`src/rtl/multiport_reg_file.sv`:
```
// multiport_reg_file: zero-initialised register file with NUM_READ read ports, two write ports and a busy scoreboard
// Ports:
//   clock, reset               rising-edge clock, asynchronous active-high reset
//   read_sel, read_data        packed per-port read indices and combinational read data
//   read_busy                  per-port busy flag of the selected register
//   wEn0/1, write_sel0/1,
//   write_data0/1              two write ports, port 1 wins on an index clash
//   reserve_en, reserve_sel    set the busy bit of one register
//   flush                      clear all busy bits
//   ready                      high once the initial zero-fill has finished
module multiport_reg_file #(
    parameter int REG_DATA_WIDTH = 32,
    parameter int REG_SEL_BITS   = 5,
    parameter int NUM_READ       = 3,
    parameter int BYPASS         = 1
) (
    input  logic                               clock,
    input  logic                               reset,
    input  logic [NUM_READ*REG_SEL_BITS-1:0]   read_sel,
    output logic [NUM_READ*REG_DATA_WIDTH-1:0] read_data,
    output logic [NUM_READ-1:0]                read_busy,
    input  logic                               wEn0,
    input  logic                               wEn1,
    input  logic [REG_SEL_BITS-1:0]            write_sel0,
    input  logic [REG_SEL_BITS-1:0]            write_sel1,
    input  logic [REG_DATA_WIDTH-1:0]          write_data0,
    input  logic [REG_DATA_WIDTH-1:0]          write_data1,
    input  logic                               reserve_en,
    input  logic [REG_SEL_BITS-1:0]            reserve_sel,
    input  logic                               flush,
    output logic                               ready
);
    localparam int DEPTH = 1 << REG_SEL_BITS;

    typedef enum logic {INIT, RUN} state_t;

    state_t                    state, state_next;
    logic [REG_SEL_BITS-1:0]   cnt, cnt_next;
    logic [DEPTH-1:0]          busy, busy_next;
    logic [REG_DATA_WIDTH-1:0] mem [DEPTH];
    logic                      we0, we1;

    assign ready = state == RUN;
    assign we0   = ready && wEn0 && write_sel0 != '0;
    assign we1   = ready && wEn1 && write_sel1 != '0;

    always_ff @(posedge clock or posedge reset) begin
        if (reset) begin
            state <= INIT;
            cnt   <= '0;
            busy  <= '0;
        end else begin
            state <= state_next;
            cnt   <= cnt_next;
            busy  <= busy_next;
        end
    end

    always_comb begin
        state_next = state;
        cnt_next   = cnt;
        if (state == INIT) begin
            cnt_next   = cnt + 1'b1;
            state_next = cnt == '1 ? RUN : INIT;
        end
    end

    // Write clears come first so a same-cycle reservation wins; flush overrides everything.
    always_comb begin
        busy_next = busy;
        if (ready) begin
            if (we0) busy_next[write_sel0] = 1'b0;
            if (we1) busy_next[write_sel1] = 1'b0;
            if (reserve_en && reserve_sel != '0) busy_next[reserve_sel] = 1'b1;
            if (flush) busy_next = '0;
        end
    end

    // No reset on the array: contents are rebuilt by the INIT sweep.
    always_ff @(posedge clock) begin
        if (!ready) begin
            mem[cnt] <= '0;
        end else begin
            if (we0) mem[write_sel0] <= write_data0;
            if (we1) mem[write_sel1] <= write_data1;
        end
    end

    genvar k;
    generate
        for (k = 0; k < NUM_READ; k++) begin : g_rd
            logic [REG_SEL_BITS-1:0] sel;
            logic                    hit0, hit1;
            assign sel  = read_sel[k*REG_SEL_BITS +: REG_SEL_BITS];
            assign hit0 = BYPASS != 0 && we0 && write_sel0 == sel;
            assign hit1 = BYPASS != 0 && we1 && write_sel1 == sel;
            assign read_data[k*REG_DATA_WIDTH +: REG_DATA_WIDTH] =
                (!ready || sel == '0) ? '0 : hit1 ? write_data1 : hit0 ? write_data0 : mem[sel];
            assign read_busy[k] = ready && sel != '0 && busy[sel] && !hit0 && !hit1;
        end
    endgenerate
endmodule

```
`config.mk`:
```
export PLATFORM = sky130hd
export DESIGN_NAME = multiport_reg_file
export DESIGN_NICKNAME = d
export VERILOG_FILES = /design/src/rtl/multiport_reg_file.sv
export SDC_FILE = /design/constraint.sdc
export NUM_CORES = 2
export LEC_CHECK = 0
export ABC_CLOCK_PERIOD_IN_PS = 5000
export CORE_AREA = 2 2 427 429
export CTS_CLUSTER_DIAMETER = 150
export DETAILED_ROUTE_END_ITERATION = 6
export DIE_AREA = 0 0 429 431
export DONT_BUFFER_PORTS = 1
export MAX_ROUTING_LAYER = met4
export PLACE_DENSITY = 0.58
export SLEW_MARGIN = 20
export SYNTH_ARGS = -nofsm -noshare
export SYNTH_HDL_FRONTEND = slang
export SYNTH_SLANG_ARGS = --single-unit
export TNS_END_PERCENT = 30
```
`constraint.sdc`:
```
create_clock -name clock -period 5 [get_ports clock]
set_input_delay 1 -clock clock [delete_from_list [all_inputs] [get_ports clock]]
set_output_delay 1 -clock clock [all_outputs]
set_load 0.02 [all_outputs]
```
==> reports/summary.txt <==
Clock Latency Late Sink = 780 ps
Outcome = finished with violations
Worst-Margin Slew = 2364 ps
CP max-delay cell = mux2i_1
Die width = 429 um
Setup ws final = -793.9 ps
Fin Setup TNS = -8151 ps
Critical Path AT = 4790 ps
Max-Cap Viols = 0
Post-synth EDFFs = 1024
Critical Path Max Stage Delay = 950 ps
Buffers on Ports = 0
CTS sink cnt = 1062
Main synth FF type = edfxtp_1
Crit share post-route = 115.9%
# DRC = 0
Synth Cell Area = 71630 um^2
Root Driver = clkbuf_16
Routed WL per cell = 37.06 um
WHS = 249.9 ps
Vias in the first global route = 58.44k
GRT Residual Overflow = 0
Final setup violation count = 21
Clock Skews = 35.93 ps
I/O pin count = 200
Final instance area = 79070 um^2
Placed Area = 74950 um^2
Dpl cells = 8616
Setup bufs post-CTS = 0
Total wire length = 328.0 mm
Filler cell count = 16.43k
WP buf/inv = 1
Initial core utilization = 39.76%
Area of the multi-input gates = 37330 um^2
Fin. max-slew vios = 236
RSZ-0062 raised after global routing = no
Register area = 31700 um^2
All-Layer GR Usage = 35.52%
VDD IR max = 0.2638 mV
Initial antenna violation count = 8
Most common cell after layout, fill and taps aside = nand2_1
CTS tree = built
Sequential area share after synthesis = 44.26%
Die Ht = 431 um
Die Footprint = 184900 um^2
Crit. End Element = primary output
Power per Cell Area = 275.4 nW/um^2
Critical path type = input port to primary output
Hold Crit Class = input port to asynchronous set/reset pin
WP data required = 4000 ps
Failing checks = max-slew violations, negative setup slack
Cell Count, Final, Fillers Out = 8852
Area grow syn2layout = 10.39%
Place WS = 444.7 ps
Leak = 27.23 nW
Largest net degree at the start of global routing = 415
H-Tree Depth = 3
DR pass1 iterations = 6
Vias per cell = 6.999
Fin. Hold Viols = 0
CP startpoint kind = input port
Minimum clock period after layout = 5794 ps
R2R cell count = 6
Crit path max-delay family = simple AND/OR/NAND/NOR gates
FMAX = 172.6 MHz
Clock buffer depth = 3
Nets = 6470
Row count = 156
Core Footprint = 180200 um^2
Cells after Synth = 6781
Cts bufs inserted = 115
Most frequent cells in the layout = 1239 x nand2_1, 1086 x o21ai_0, 1024 x edfxtp_1
Post-synth ARST share = 3.578%
Worst path depth = 6
Flops & latches, synth = 1062
Post-DP HPWL = 189.4 mm
1st-iter DRT viols = 10.76k
GPL Wtd Cong = 0.9598
Final ANT Viol Nets = 0
Crit-path cells = mux2i_1 > o22ai_1 > or4_1 > nor3_1 > o21ai_0 > buf_4
R2r setup slk = 1690 ps
Mapped Nets = 6883
Syn avg cell area = 10.56 um^2
Netlist cell types = 73
Share of cells above drive strength 1 = 20.02%
Vias = 61.95k
Syn. warnings = 0
Max_slew headroom = -57.57%
Crit Path Max Fanout = 389
Clock-pin slew on the worst setup and hold paths = 50 ps
First-pass GRT wire length = 455.7 mm
[final cells by class]
| cell class | instances | area share [%] |
|---|---|---|
| well taps | 2370 | 3.750 |
| multi-input cells | 4848 | 47.21 |
| inverters | 43 | 0.2041 |
| clock inverters | 77 | 1.162 |
| flip-flops and latches | 1062 | 40.09 |
| diodes | 14 | 0.04431 |
| repair buffers | 298 | 3.725 |
| clock buffers | 140 | 3.812 |
[power breakdown]
part	total, mW	leakage [nW]	internal, mW	switching (mW)
Sequential	9.84	11.2	9.83	0.0187
Combinational	2.72	14.2	1.03	1.69
Clock	9.20	1.90	5.27	3.94
Total	21.8	27.2	16.1	5.65
[synth_stat cells, types with 33 or more instances]
cell      instances  share of area [%]
nor3_1           49               0.34
a221oi_1         33               0.40
mux2i_1         603                8.4
o21ai_1          36               0.25
a22oi_1          37               0.39
clkbuf_1        634                3.3
nor4_1           36               0.31
mux2_2          287                4.5
mux4_2          387                 12
a32oi_1          56               0.68
inv_1            41               0.21
buf_1            57               0.30
o21ai_0        1110                7.8
o31ai_1          36               0.38
dfrtp_1          38                1.3
nand3_1          49               0.34
o22ai_1         381                3.3
nand2_1        1247                6.5
a21oi_1          46               0.32
buf_2           129               0.90
nor2_1          109               0.57
edfxtp_1       1024                 43
[final timing paths]
kind                               from       endpoint
setup / recovery           read_sel[12]  read_data[76]
hold / removal                    reset        busy[1]
setup reg to reg                  ready     mem[19][8]
hold reg to reg                  cnt[0]         cnt[0]
max in group asynchronous         reset       busy[22]
min in group clock                flush        busy[0]
[timing repair]
item,CTS,global route
hold buffers,0,0
gates resized for setup,0,1
setup endpoints to repair,0,8
[per-layer routing]
layer  part of all wire [%]  routed length [um]  global-route usage [%]  vias up
met5                      0                   0                       -        -
met2                     43              141700                   51.57     5286
li1                       -                   -                       -    25070
met4                    8.2               27000                   24.45        0
met3                     14               44860                   9.294     1302
met1                     35              114500                   43.31    30300
[per-stage QoR]
step / utilization (%) / power, mW
after floorplan: - / 11.95
after global placement: 41.60 / 12.50
after detailed placement: 41.60 / 12.54
after CTS: 43.78 / 21.54
after global routing: 43.88 / 22.10
final: 43.89 / 21.77
[worst reg2reg max path: stages, from the launching register on]
cell and delay, ps:
dfrtp_1 480, buf_4 330, nand3_1 340, or3_1 600
nor2_4 130, buf_4 790, o21ai_0 330
[state kept, by name (all words and copies together) (netlist names)]
register and count:
busy 32, mem 1024, ready 1, cnt 5
[cells by family after synthesis]
logic type / synth area share, %
buffers and inverters: 4.853
and+or+nand+nor: 9.947
AOI/OAI and AO/OA: 15.40
adders and majority gates: 0.03493
muxes: 25.11
DFF: 44.26
xor gates and xnor gates: 0.4035
Note: power is estimated with default switching activity, not from simulation.
